## src/rtl/data_mem_ctrl_pkg.sv

```systemverilog
`default_nettype none
// =============================================================================
// Module   : data_mem_ctrl_pkg
// Brief    : Shared widths, mem_sel encodings and FSM states for the data-memory
//            controller and its lane aligner.
// Revision : 1.0 - initial release
// =============================================================================
package data_mem_ctrl_pkg;

   localparam int DATA_BUS    = 32;
   localparam int MEM_SEL_BUS = 4;

   localparam logic [MEM_SEL_BUS-1:0] SEL_BYTE = 4'b0001;
   localparam logic [MEM_SEL_BUS-1:0] SEL_HALF = 4'b0011;
   localparam logic [MEM_SEL_BUS-1:0] SEL_WORD = 4'b1111;

   localparam logic [1:0] ST_IDLE = 2'd0;
   localparam logic [1:0] ST_REQ  = 2'd1;
   localparam logic [1:0] ST_DONE = 2'd2;

   function automatic logic sel_is_legal(input logic [MEM_SEL_BUS-1:0] sel);
      return (sel == SEL_BYTE) || (sel == SEL_HALF) || (sel == SEL_WORD);
   endfunction

endpackage : data_mem_ctrl_pkg
`default_nettype wire

```

## src/rtl/data_mem_ctrl_lane_align.sv

```systemverilog
`default_nettype none
// =============================================================================
// Module   : mem_lane_align
// Brief    : Combinational little-endian lane mapping: store byte enables and
//            replication, load lane extraction with sign/zero extension.
// Revision : 1.0 - initial release
// =============================================================================
module mem_lane_align
   import data_mem_ctrl_pkg::*;
(
   input  logic [MEM_SEL_BUS-1:0] st_sel,
   input  logic [1:0]             st_lane,
   input  logic [DATA_BUS-1:0]    st_data,
   output logic [3:0]             st_be,
   output logic [DATA_BUS-1:0]    st_wdata,
   output logic                   st_misaligned,
   input  logic [MEM_SEL_BUS-1:0] ld_sel,
   input  logic [1:0]             ld_lane,
   input  logic                   ld_sign_ext,
   input  logic [DATA_BUS-1:0]    ld_raw,
   output logic [DATA_BUS-1:0]    ld_data
);

   logic [7:0]  w_ld_byte;
   logic [15:0] w_ld_half;

   always_comb begin
      st_be         = 4'b0000;
      st_wdata      = '0;
      st_misaligned = 1'b0;
      case (st_sel)
         SEL_BYTE: begin
            st_be    = 4'b0001 << st_lane;
            st_wdata = {4{st_data[7:0]}};
         end
         SEL_HALF: begin
            st_be         = 4'b0011 << st_lane;
            st_wdata      = {2{st_data[15:0]}};
            st_misaligned = st_lane[0];
         end
         SEL_WORD: begin
            st_be         = 4'b1111;
            st_wdata      = st_data;
            st_misaligned = |st_lane;
         end
         default: ;
      endcase
   end

   always_comb begin
      case (ld_lane)
         2'd0:    w_ld_byte = ld_raw[7:0];
         2'd1:    w_ld_byte = ld_raw[15:8];
         2'd2:    w_ld_byte = ld_raw[23:16];
         default: w_ld_byte = ld_raw[31:24];
      endcase
      w_ld_half = ld_lane[1] ? ld_raw[31:16] : ld_raw[15:0];

      case (ld_sel)
         SEL_BYTE: ld_data = {{24{ld_sign_ext & w_ld_byte[7]}}, w_ld_byte};
         SEL_HALF: ld_data = {{16{ld_sign_ext & w_ld_half[15]}}, w_ld_half};
         default:  ld_data = ld_raw;
      endcase
   end

endmodule : mem_lane_align
`default_nettype wire

```

## src/rtl/data_mem_ctrl.sv

```systemverilog
`default_nettype none
// =============================================================================
// Module   : data_mem_ctrl
// Brief    : MEM-stage data-memory controller with req/ack bus handshake.
//            Optional bus timeout enabled by defining MEM_TIMEOUT_EN.
// Revision : 1.0 - initial release
// =============================================================================
module data_mem_ctrl
   import data_mem_ctrl_pkg::*;
#(
   parameter int ADDR_WIDTH     = 32,
   parameter int DATA_WIDTH     = 32,
   parameter int TIMEOUT_CYCLES = 255
) (
   input  logic                  clk,
   input  logic                  rst,
   input  logic                  mem_read_flag,
   input  logic                  mem_write_flag,
   input  logic                  mem_sign_ext_flag,
   input  logic [3:0]            mem_sel,
   input  logic [ADDR_WIDTH-1:0] mem_addr,
   input  logic [DATA_WIDTH-1:0] mem_write_data,
   output logic                  stall_req,
   output logic [DATA_WIDTH-1:0] load_data,
   output logic                  load_valid,
   output logic                  addr_error,
   output logic                  bus_req,
   output logic                  bus_we,
   output logic [ADDR_WIDTH-1:0] bus_addr,
   output logic [3:0]            bus_be,
   output logic [DATA_WIDTH-1:0] bus_wdata,
   input  logic                  bus_ack,
   input  logic [DATA_WIDTH-1:0] bus_rdata
);

   if (DATA_WIDTH != 32 || TIMEOUT_CYCLES < 1) begin : g_cfg_check
      $error("data_mem_ctrl: DATA_WIDTH must be 32 and TIMEOUT_CYCLES >= 1");
   end

   logic [1:0]             r_state;
   logic [DATA_WIDTH-1:0]  r_load_data;
   logic                   r_load_valid;
   logic                   r_addr_error;
   logic                   r_bus_we;
   logic [ADDR_WIDTH-1:0]  r_bus_addr;
   logic [3:0]             r_bus_be;
   logic [DATA_WIDTH-1:0]  r_bus_wdata;
   logic [MEM_SEL_BUS-1:0] r_sel;
   logic [1:0]             r_lane;
   logic                   r_sign;

   logic [3:0]             w_be;
   logic [DATA_WIDTH-1:0]  w_wdata;
   logic [DATA_WIDTH-1:0]  w_ld_data;
   logic                   w_misaligned;
   logic                   w_access;
   logic                   w_go;

`ifdef MEM_TIMEOUT_EN
   localparam int                C_TMO_W    = ($clog2(TIMEOUT_CYCLES + 1) > 8) ?
                                              $clog2(TIMEOUT_CYCLES + 1) : 8;
   localparam logic [C_TMO_W-1:0] c_tmo_last = C_TMO_W'(TIMEOUT_CYCLES - 1);
   logic [C_TMO_W-1:0]           r_tmo_cnt;
`endif

   mem_lane_align u_lane_align (
      .st_sel        (mem_sel),
      .st_lane       (mem_addr[1:0]),
      .st_data       (mem_write_data),
      .st_be         (w_be),
      .st_wdata      (w_wdata),
      .st_misaligned (w_misaligned),
      .ld_sel        (r_sel),
      .ld_lane       (r_lane),
      .ld_sign_ext   (r_sign),
      .ld_raw        (bus_rdata),
      .ld_data       (w_ld_data)
   );

   assign w_access  = (mem_read_flag | mem_write_flag) & sel_is_legal(mem_sel);
   assign w_go      = (r_state == ST_IDLE) & w_access & ~w_misaligned;

   // bus_req and stall_req are decoded from state so an async reset drops them at once
   assign stall_req  = w_go | (r_state == ST_REQ);
   assign bus_req    = (r_state == ST_REQ);
   assign bus_we     = r_bus_we;
   assign bus_addr   = r_bus_addr;
   assign bus_be     = r_bus_be;
   assign bus_wdata  = r_bus_wdata;
   assign load_data  = r_load_data;
   assign load_valid = r_load_valid;
   assign addr_error = r_addr_error;

   always_ff @(posedge clk or posedge rst) begin
      if (rst) begin
         r_state      <= ST_IDLE;
         r_load_data  <= '0;
         r_load_valid <= 1'b0;
         r_addr_error <= 1'b0;
         r_bus_we     <= 1'b0;
         r_bus_addr   <= '0;
         r_bus_be     <= 4'b0000;
         r_bus_wdata  <= '0;
         r_sel        <= '0;
         r_lane       <= 2'b00;
         r_sign       <= 1'b0;
`ifdef MEM_TIMEOUT_EN
         r_tmo_cnt    <= '0;
`endif
      end else begin
         r_load_valid <= 1'b0;
         r_addr_error <= 1'b0;
         case (r_state)
            ST_IDLE: begin
               if (w_access && w_misaligned) begin
                  r_addr_error <= 1'b1;
               end else if (w_go) begin
                  r_bus_we    <= mem_write_flag;
                  r_bus_addr  <= {mem_addr[ADDR_WIDTH-1:2], 2'b00};
                  r_bus_be    <= w_be;
                  r_bus_wdata <= w_wdata;
                  r_sel       <= mem_sel;
                  r_lane      <= mem_addr[1:0];
                  r_sign      <= mem_sign_ext_flag;
                  r_state     <= ST_REQ;
`ifdef MEM_TIMEOUT_EN
                  r_tmo_cnt   <= '0;
`endif
               end
            end
            ST_REQ: begin
               if (bus_ack) begin
                  if (!r_bus_we) begin
                     r_load_data  <= w_ld_data;
                     r_load_valid <= 1'b1;
                  end
                  r_state <= ST_DONE;
`ifdef MEM_TIMEOUT_EN
               end else if (r_tmo_cnt == c_tmo_last) begin
                  r_addr_error <= 1'b1;
                  r_state      <= ST_DONE;
               end else begin
                  r_tmo_cnt <= r_tmo_cnt + 1'b1;
`endif
               end
            end
            // The access that completed is still on the inputs here; never re-issue it
            ST_DONE: r_state <= ST_IDLE;
            default: r_state <= ST_IDLE;
         endcase
      end
   end

endmodule : data_mem_ctrl
`default_nettype wire

```

## config.mk

```make
export PLATFORM = sky130hd
export DESIGN_NAME = data_mem_ctrl
export DESIGN_NICKNAME = d
export VERILOG_FILES = /design/src/rtl/data_mem_ctrl_pkg.sv /design/src/rtl/data_mem_ctrl_lane_align.sv /design/src/rtl/data_mem_ctrl.sv
export SDC_FILE = /design/constraint.sdc
export NUM_CORES = 1
export LEC_CHECK = 0
export BUFFER_PORTS_ARGS = -buffer_cell sky130_fd_sc_hd__buf_2
export CAP_MARGIN = 0
export CORE_ASPECT_RATIO = 0.6
export CORE_MARGIN = 3
export CORE_UTILIZATION = 48
export DETAILED_ROUTE_END_ITERATION = 6
export PLACE_DENSITY = 0.81
export SLEW_MARGIN = 10
export SYNTH_ARGS = -nofsm -noshare
export SYNTH_HDL_FRONTEND = slang
export SYNTH_SLANG_ARGS = --single-unit
```

## constraint.sdc

```tcl
create_clock -name clk -period 4.3 [get_ports clk]
set_clock_uncertainty 0.1 [all_clocks]
set_input_delay 1.075 -clock clk [delete_from_list [all_inputs] [get_ports clk]]
set_output_delay 1.075 -clock clk [all_outputs]
set_load 0.02 [all_outputs]
```

==> summary.md <==
| Metric | Value |
|---|---|
| Max Transition Viols Final | `0` |
| Most frequent cells after synthesis | `dfrtp_1, mux2_2, a21oi_1, nand3_1` |
| Critical Path End | `stall_req` |
| Final Setup Violations | `0` |
| FILL cells | `835` |
| Hold WC Path Type | `reg -> reg` |
| First-pass GRT wire length | `21700 µm` |
| Dpl ws | `roughly 0.65 ns` |
| Hold_buf cts | `0` |
| Syn. warnings | `0` |
| Rows | `28` |
| Worst Path Max Fanout | `10` |
| Reg clk slew, reported paths | `0.07 ns` |
| Yosys cell types | `37` |
| Synth Area per Inst | `approximately 11 µm²` |
| Final hold vios | `0` |
| Post-Syn Area | `5030 µm²` |
| CP Class | `in -> out` |
| Worst reg2reg path endpoint | `load_data[8]$_DFFE_PP0P_` |
| Via Count | `4222` |
| Post-CTS sizing | `0` |
| Ratio of cells with drive above 1 in the final layout | `0.426` |
| R2r setup slk | `1.64 ns` |
| Total CTS buffers | `9` |
| Synthesis-stage register bit count | `110` |
| Post-synth top area cell | `dfrtp_1` |
| Core area | `10000 µm²` |
| H-tree Lvls | `3` |
| Antenna viol nets, final | `0` |
| CP Launch Point | `mem_sel[2]` |
| Sequential share of the synthesized area | `0.547` |
| Synth area leaders | `dfrtp_1, mux2_2, mux2_1, mux2i_1, a21oi_1` |
| Worst slew pin tran | `0.990 ns` |
| RSZ-0062 raised after global routing | `no` |
| Fmax | `0.274 GHz` |
| Status | `finished clean` |
| Startpoint types | `input port` |
| Worst setup margin | `between 0.6 and 0.7 ns` |
| Period utilisation layout | `0.850` |
| Count leader, synth | `dfrtp_1` |
| Antenna violations before repair | `0` |
| TritonCTS clock tree | `built` |
| Last weighted congestion value of the routability-driven placer | `roughly 0.93` |
| Fin Setup TNS | `0 ns` |
| DP Wirelength | `roughly 10000 µm` |
| Deepest clock path buffer count | `2` |
| Post-CTS setup buffer count | `0` |
| Asr flop ratio synth | `1.00` |
| Max Cap Viol | `0` |
| Min cycle time layout | `3.65 ns` |
| R2R cell count | `7` |
| Die Footprint | `11800 µm²` |
| FF-to-FF Start | `bus_we$_DFFE_PP0P_` |
| Final Util | `0.642` |
| Gr usage total | `0.228` |
| DRT iter0 DRCs | `408` |
| Total power | `3.66 mW` |
| Vias per cell | `5.44` |
| Nets | `742` |
| Worst-Skew Late Latency | `about 0.33 ns` |
| Top cell type's share of synthesized area | `0.547` |
| Cell Pwr Density | `between 500 and 600 nW/µm²` |
| Initial core utilization | `0.502` |
| Synth Flop Type | `dfrtp_1` |
| Slew HR | `0.340` |
| ANT cells | `0` |
| Area added between synthesis and finish | `28.0%` |
| Residual DRC | `0` |
| Die Width | `about 140 µm` |
| Crit path capture type | `primary output` |
| Clk sinks | `110` |
| First-pass DRT Iterations | `5` |
| Worst endpoint data arrival time | `2.48 ns` |
| Port bufs | `approximately 210` |
| CP Data Required Time | `3.12 ns` |
| Number of flops mapped to enable cells by yosys | `0` |
| CTS root buffer | `clkbuf_16` |
| WL per Instance | `17.4 µm` |
| Maximum VDD drop | `about 260 µV` |
| Leakage | `3.33 nW` |
| Post-Syn Instances | `439` |
| Pin count of the biggest net entering global routing | `76` |
| Die Height | `85.3 µm` |
| Grt total ovfl | `0` |
| Top-Level Pins | `211` |
| Vias in the first global route | `4179` |
| Routed WL | `13500 µm` |
## final cells by class
| class | instances | area, µm² | share of cell area |
|---|---|---|---|
| sequential | 110 | 2750 | 0.428 |
| multi-input combinational | 283 | 2060 | 0.320 |
| timing repair buffer | 216 | 1110 | 0.173 |
| clock buffer | 11 | 243 | 0.0377 |
| tap | 135 | 169 | 0.0262 |
| inverter | 16 | 62.6 | 0.00972 |
| clock inverter | 5 | 35.0 | 0.00544 |
## worst min path at each step
stage	start	to	slack [ns]	cells after the start
finish	bus_addr[24]$_DFFE_PP0P_	bus_addr[24]$_DFFE_PP0P_	0.38	1
global route	bus_addr[8]$_DFFE_PP0P_	bus_addr[8]$_DFFE_PP0P_	0.39	1
global placement	load_data[30]$_DFFE_PP0P_	load_data[30]$_DFFE_PP0P_	0.36	2
floorplan	r_sel[0]$_DFFE_PP0P_	r_sel[0]$_DFFE_PP0P_	0.35	1
CTS	bus_addr[8]$_DFFE_PP0P_	bus_addr[8]$_DFFE_PP0P_	0.39	1
detailed placement	bus_addr[8]$_DFFE_PP0P_	bus_addr[8]$_DFFE_PP0P_	0.37	1
## critical path, stage by stage
cell	delay, ns
buf_2	0.14
or3b_1	0.57
a21o_1	0.26
a21boi_4	0.14
nand2b_1	0.13
buf_2	0.16
## stage by stage
stage | area, µm² | std cells | hold slack [ns]
finish | 6440 | 776 | 0.381
global route | 6440 | 776 | 0.390
CTS | 6430 | 776 | 0.387
detailed placement | 6150 | 760 | 0.371
global placement | 6150 | 760 | 0.360
floorplan | 5030 | 440 | 0.354
## cell usage in the layout (no fill, tap or decap), types with 2 or more instances in the layout
master     count
a211o_1        6
a21o_1        11
a21oi_1       32
a22o_1         8
a22oi_1        2
a31oi_1        2
and2_1         3
buf_2        208
buf_4          7
clkbuf_16      9
clkinv_2       2
clkinv_4       2
conb_1         2
dfrtp_1      110
inv_1         14
mux2_1        26
mux2_2        37
mux2i_1       28
nand2_1       20
nand2b_1       9
nand3_1       32
nor2_1        28
nor2b_1        3
nor3_1         2
o21ai_0       13
or3_1          8
## power by group
part | total [mW] | internal [mW] | leakage, nW | switching, mW
clock network | 0.770 | 0.409 | 0.135 | 0.361
logic | 1.34 | 0.503 | 1.84 | 0.835
registers | 1.55 | 1.36 | 1.36 | 0.193
## layer usage
metal / track usage / vias to the layer above / wire length [µm]
met3: 0.0586 / 19 / 1040
li1: - / 1932 / -
met1: 0.320 / 2066 / 5960
met5: 0 / - / 0
met2: 0.361 / 205 / 6340
met4: 0.0547 / 0 / 187
## cell families after synthesis
family | after synthesis | share of synthesized area
buffers and inverters | 47 | 0.0460
AND/OR/NAND/NOR | 112 | 0.110
multiplexers | 91 | 0.197
flip-flops | 110 | 0.547
AO/OA/AOI/OAI | 78 | 0.0995
other | 1 | 0.000746
## sequential cells by signal, summed over array words and instances (netlist names)
name / flops
addr_error: 1
bus_be: 4
r_sel: 4
bus_we: 1
r_lane: 2
r_state: 2
load_data: 32
r_sign: 1
bus_wdata: 32
bus_addr: 30
load_valid: 1
Power figures use the tool's default switching activity.
